===== config.mk =====
export PLATFORM = sky130hd
export DESIGN_NAME = pixel_denormalizer
export DESIGN_NICKNAME = d
export VERILOG_FILES = /design/src/rtl/pixel_denormalizer.sv
export SDC_FILE = /design/constraint.sdc
export NUM_CORES = 1
export LEC_CHECK = 0
export BUFFER_PORTS_ARGS = -buffer_cell sky130_fd_sc_hd__buf_2
export CAP_MARGIN = 20
export CORE_MARGIN = 5
export CORE_UTILIZATION = 30
export DETAILED_ROUTE_END_ITERATION = 10
export GPL_TIMING_DRIVEN = 0
export PLACE_DENSITY = 0.59
export SYNTH_ARGS = -nofsm -noshare
export SYNTH_HDL_FRONTEND = slang
export SYNTH_SLANG_ARGS = --single-unit

===== constraint.sdc =====
create_clock -name clk -period 1.75 [get_ports clk]
set_clock_uncertainty 0.15 [all_clocks]
set_input_delay 0.35 -clock clk [delete_from_list [all_inputs] [get_ports clk]]
set_output_delay 0.35 -clock clk [all_outputs]
set_load 0.005 [all_outputs]

===== src/rtl/pixel_denormalizer.sv =====
`default_nettype none
// ============================================================================
//  Module      : pixel_denormalizer
//  Description : Converts signed fixed-point activations back to 8-bit
//                unsigned pixels using a two-stage round/saturate pipeline.
//                Includes valid/ready backpressure, a per-frame pixel counter
//                with a frame_done pulse, and a sticky saturation counter.
//  Revision    : 1.0 - initial release
// ============================================================================
module pixel_denormalizer #(
    parameter int IN_W         = 18,
    parameter int FRAC_W       = 8,
    parameter int FRAME_PIXELS = 784,
    parameter int CNT_W        = 16
) (
    input  logic              clk,
    input  logic              rst,
    input  logic [IN_W-1:0]   pixel_in,
    input  logic              valid_in,
    output logic              ready_out,
    output logic [7:0]        pixel_out,
    output logic              valid_out,
    input  logic              ready_in,
    output logic              frame_done,
    output logic [CNT_W-1:0]  sat_count,
    input  logic              clear_stats
);

    // Width of the rounded integer part: one extra bit keeps the rounding
    // addition from ever overflowing.
    localparam int Q_W   = IN_W + 1 - FRAC_W;
    localparam int CTR_W = (FRAME_PIXELS > 1) ? $clog2(FRAME_PIXELS) : 1;

    localparam logic [IN_W:0]      c_half = {{IN_W{1'b0}}, 1'b1} << (FRAC_W - 1);
    localparam logic [CTR_W-1:0]   c_last = CTR_W'(FRAME_PIXELS - 1);

    logic               w_en;
    logic               w_xfer;
    logic [IN_W:0]      w_sum;
    logic [Q_W-1:0]     w_q;
    logic               w_neg;
    logic               w_big;
    logic [7:0]         w_mag;
    logic               w_sat;
    logic [7:0]         w_pix;

    logic               r_s1_valid;
    logic [Q_W-1:0]     r_s1_q;
    logic [7:0]         r_pixel_out;
    logic               r_valid_out;
    logic               r_sat;
    logic [CTR_W-1:0]   r_ctr;
    logic [CNT_W-1:0]   r_sat_count;
    logic               r_frame_done;

    // Whole pipeline advances together; it only stalls when the output
    // register is full and downstream refuses it.
    assign w_en      = !r_valid_out || ready_in;
    assign w_xfer    = r_valid_out && ready_in;
    assign ready_out = w_en;

    // Round half up: add one half LSB (sign-extended input), then take the
    // arithmetic right shift by the fraction width.
    assign w_sum = {pixel_in[IN_W-1], pixel_in} + c_half;
    assign w_q   = Q_W'($signed(w_sum) >>> FRAC_W);

    assign w_neg = r_s1_q[Q_W-1];

    generate
        if (Q_W > 9) begin : g_wide_q
            assign w_big = !w_neg && (|r_s1_q[Q_W-2:8]);
            assign w_mag = r_s1_q[7:0];
        end else begin : g_narrow_q
            // Non-negative range already fits in 8 bits; nothing to clamp high.
            assign w_big = 1'b0;
            assign w_mag = 8'(r_s1_q[Q_W-2:0]);
        end
    endgenerate

    assign w_sat = w_neg || w_big;
    assign w_pix = w_neg ? 8'd0 : (w_big ? 8'hFF : w_mag);

    // Round stage and saturate stage; data registers only load on valid
    // slots so the output bus stays quiet across bubbles.
    always_ff @(posedge clk or negedge rst) begin
        if (!rst) begin
            r_s1_valid  <= 1'b0;
            r_s1_q      <= '0;
            r_valid_out <= 1'b0;
            r_pixel_out <= 8'd0;
            r_sat       <= 1'b0;
        end else if (w_en) begin
            r_s1_valid  <= valid_in;
            r_valid_out <= r_s1_valid;
            if (valid_in) begin
                r_s1_q <= w_q;
            end
            if (r_s1_valid) begin
                r_pixel_out <= w_pix;
                r_sat       <= w_sat;
            end
        end
    end

    // Statistics follow accepted outputs only; a clear wins over a
    // same-cycle transfer, which is then neither counted nor framed.
    always_ff @(posedge clk or negedge rst) begin
        if (!rst) begin
            r_ctr        <= '0;
            r_sat_count  <= '0;
            r_frame_done <= 1'b0;
        end else if (clear_stats) begin
            r_ctr        <= '0;
            r_sat_count  <= '0;
            r_frame_done <= 1'b0;
        end else begin
            r_frame_done <= w_xfer && (r_ctr == c_last);
            if (w_xfer) begin
                r_ctr <= (r_ctr == c_last) ? '0 : r_ctr + 1'b1;
                if (r_sat && (r_sat_count != {CNT_W{1'b1}})) begin
                    r_sat_count <= r_sat_count + 1'b1;
                end
            end
        end
    end

    assign pixel_out  = r_pixel_out;
    assign valid_out  = r_valid_out;
    assign frame_done = r_frame_done;
    assign sat_count  = r_sat_count;

endmodule
`default_nettype wire


# Word level (Yosys, flattened, before mapping)
# Index checks and enable logic that the tools add are counted.
# word_totals
inputBits	23
word_cells	36
ff_bits	49
# op_classes
addsub	3
reduce_logical	14
n_mux	9
eq_ne	2
# op_table
cell	n
$mux 16	3
$mux 10	3
$add 18x9->19 const B	1
$add 16x1->16 const B	1
$mux 8	2
$ne 16x16->1 const B	1
$add 10x1->10 const B	1
$eq 10x10->1 const B	1
$reduce_and 2->1	3
$logic_and 1x1->1	4
$reduce_bool 2->1	2
$logic_not 1->1	2
$logic_or 1x1->1	2
$reduce_or 2->1	1
$mux 1	1

# Longest topological paths before layout
# depth
depth_word	5
depth_mapped	6

# Worst setup path before layout
# No wires, ideal clock.
# synth_path
kind	register to register
start	reg r_sat_count[3] (netlist: sat_count[3])
end	reg r_sat_count[4] (netlist: sat_count[4])
setup_ns	0.125
stages_incl_launch_ff	6
arrival_time_ns	1.509
required_ns	1.475
setup_slack_ns	-0.034
path_cell_list	dfrtp_1 > and4_4 > and2_2 > clkbuf_2 > a211oi_1 > mux2_2
# synth_via
elab_chain_cells	4
# synth_rtl
item	line_no	rtl
from (decl)	53	logic [CNT_W-1:0] r_sat_count;
from (signal assigned)	121	r_sat_count <= r_sat_count + 1'b1;
$add 16x1->16 / $ne 16x16->1 (equally long branches)	121, 120	
$mux 16 / $logic_and 1x1->1 (equally long branches)	120	if (r_sat && (r_sat_count != {CNT_W{1'b1}})) begin
$mux 16 / $reduce_bool 2->1 (equally long branches)	n/a	
$mux 16 / $reduce_and 2->1 (equally long branches)	n/a	
# Parallel ways exist; a longest one is shown, timed or not. The select of a mux whose other input is x is not followed.
# A chain may end at the register's enable or synchronous reset.

# Worst setup path after layout
# layout_path
start	reg r_sat_count[0] (netlist: sat_count[0])
end	reg r_sat_count[14] (netlist: sat_count[14])
# The elaborated chain is that of the path after synthesis.

==> summary.txt <==
Synthesis
  – Largest cells by area after synthesis: dfrtp_1 48%, nand2_1 6.0%, o31ai_1 3.8%
  – Synth cell count leaders: 49 x dfrtp_1, 41 x nand2_1, 22 x nor2_1
  – Synthesized cell area: ~2600 um^2
  – Yosys cell types: 51
  – Seq cells post-synth: between 40 and 50
  – Share of Yosys cell area claimed by the top area cell type: 0.4750
  – Ys flop type: dfrtp_1
  – Mapped Cells: around 270
  – Synth warn: 0
  – Sequential area share after synthesis: 0.4750
  – Mapped Avg Cell Area: about 9.6 um^2
  – Fraction of registers with async set/reset: 1.000
  – Syn nets: about 300
  – EDFF count, synth: 0
  – Area leader, netlist: dfrtp_1
  – Top-count cell post-synth: dfrtp_1

Hold path
  – Hold_sp: pixel_in[17]
  – Min-delay worst type: input port to flip-flop

Timing
  – Slew @ Worst Pin: 0.4552 ns
  – Final period util: 1.010
  – Count of final setup violators: 1
  – Final hold vios: 0
  – Unrepaired setup endpoints after global routing: true
  – Max Transition Viols Final: 0
  – Fin crit period: 1.767 ns
  – Relative slew slack: 0.6965
  – Final setup margin: -0.01690 ns
  – FMAX: 566.0 MHz

Clock network
  – Num CTS Buffers: 5
  – Clock root cell: clkbuf_8
  – TritonCTS clock tree: yes
  – Worst skew pair latency: about 0.3 ns
  – CTS Sinks: just under 50
  – CTS clk-pin slew, worst paths: ~0.1 ns
  – H-tree level count: 2
  – Clk buf depth: 2

Detailed routing
  – Vias post-DR: ~2200
  – Vias per std cell: between 5 and 6
  – TritonRoute pass-1 iters: 4
  – Drt total wl: roughly 6 mm
  – Post-DRT Antenna Nets: 0
  – DRC violations left: 0
  – Avg WL per Cell: around 14 um
  – DR iter-0 viols: 95

Global route
  – Global Route Usage Sum: 0.1176
  – Gr ovfl total: 0
  – Initial antenna violation count: 0
  – Pin count of the biggest net entering global routing: 50
  – First-pass GRT wire length: roughly 10 mm
  – Number of global-route vias before repair: ~2100

Setup path
  – Crit path launch type: flip-flop
  – Worst Path Required: approximately 1.8 ns
  – Critical path startpoint: sat_count[0]
  – Arrival time at the worst endpoint: between 1.5 and 2 ns
  – Peak fanout along the critical path: 3
  – Worst r2r src: sat_count[0]
  – Critical Path End Type: flip-flop
  – CP Class: flip-flop to flip-flop

Placement
  – GP Congestion: about 0.8
  – Port Buf Inserts: 41
  – DP HPWL: a little over 4 mm

Cells and area
  – Nets@finish: ~360
  – Area Growth Syn to Fin: 29.47%
  – Antenna diodes: 0
  – Final core utilization: 0.4027
  – Fraction of layout cells with a size suffix above 1: 0.3491

Floorplan
  – CORE AREA: about 8300 um^2
  – Die Wd: 102.8 um
  – Initial cell density of the core: 0.3110
  – DIE AREA: around 11000 um^2
  – Row count: 33
  – IO Pins: 50
  – Die Span Y: between 100 and 150 um

Status
  – Status: finished, violations left
  – Failing checks: setup timing

Flow run
  – MaxCap Viol Count: 0

Power and ir drop
  – Total power draw: 2.799 mW
  – Peak supply drop: 0.3932 mV
  – Leakage: 1.510 nW
  – Cell Pwr Density: 837.6 nW/um^2
==> where the power goes <==
part           internal [mW]  switching (mW)
Combinational          0.213           0.257
Sequential              1.26          0.0798
Clock                  0.576           0.410
==> worst max-delay path: stages (launching register included) <==
cell and delay [ns]:
dfrtp_1 0.40, ha_2 0.21, and2_4 0.16, nand4_1 0.11, or4b_1 0.47, and3_1 0.17
==> cell type report <==
cell class / count / area [um^2]
repair buffers: 62 / 377.9
fillers: 839 / 4957
inverters: 4 / 15.01
plain buffers: 9 / 58.81
well taps: 105 / 131.4
flip-flops and latches: 49 / 1231
clock inverters: 3 / 68.82
multi-input cells: 206 / 1390
clock buffers: 5 / 68.82
==> placed cells by master (no fill, tap or decap), types with 5 or more instances in the layout <==
cell type / synthesis / layout
nor2_1: 22 / 22
xnor2_1: 10 / 10
clkbuf_8: 0 / 5
o21ai_0: 16 / 16
mux2_2: 7 / 6
nor2b_1: 5 / 5
nand2_1: 41 / 40
o31ai_1: 13 / 12
nand4_1: 6 / 6
a21oi_1: 11 / 7
nor3_1: 6 / 6
buf_4: 1 / 19
nand3_1: 11 / 10
buf_2: 1 / 42
dfrtp_1: 49 / 45
==> state kept, by name, summed over array words and instances (netlist names) <==
signal      flops
sat_count      16
r_s1_q         11
r_ctr          10
pixel_out       8
frame_done      1
r_s1_valid      1
r_sat           1
valid_out       1
==> metal layers <==
layer,global-route usage,vias up,share of wire
li1,-,1107,-
met1,0.1602,1047,0.48
met2,0.1802,60,0.45
met3,0.02774,9,0.056
met4,0.04781,0,0.015
met5,0,-,0
==> cells by family (layout without fill, tap and decap cells) <==
family	Yosys count	in the layout	synth area share
flops	49	49	0.4750
simple gates	127	128	0.2676
xor+xnor	14	14	0.04750
fa+ha+maj	3	3	0.01454
buf+inv	15	83	0.03005
mux	8	8	0.03442
compound gates	53	53	0.1309
==> metrics by stage <==
| step | setup WS (ns) | setup TNS [ns] | std cells | instance area [um^2] | hold WS, ns |
|---|---|---|---|---|---|
| final | -0.01690 | -0.01690 | 443 | 3342 | 0.1832 |
| after global routing | -0.09258 | -0.1595 | 443 | 3342 | 0.1930 |
| after CTS | -0.06846 | -0.09178 | 433 | 3184 | 0.1392 |
| after detailed placement | -0.1169 | -0.7993 | 415 | 2928 | 0.3082 |
| after global placement | -0.1165 | -0.9802 | 415 | 2928 | 0.3016 |
| after floorplan | 0.002958 | 0 | 269 | 2591 | -0.09559 |
==> final timing paths <==
kind                       slack, ns  cells after the start            end
max                            -0.02                      5  sat_count[14]
min                             0.18                      3     r_s1_q[10]
max reg2reg                    -0.02                      5  sat_count[14]
min reg2reg                     0.33                      2      r_s1_q[9]
max in group asynchronous       0.55                      3      valid_out
min in group asynchronous       0.36                      2   sat_count[6]
==> timing repair <==
action	4_1_cts	5_1_grt
gates cloned	1	0
hold buffers	0	1
gates resized for setup	11	22
setup endpoints to repair	10	25
pin swaps	5	9
setup buffers	9	10
hold endpoints to repair	0	18
(Power assumes the default switching activity.)
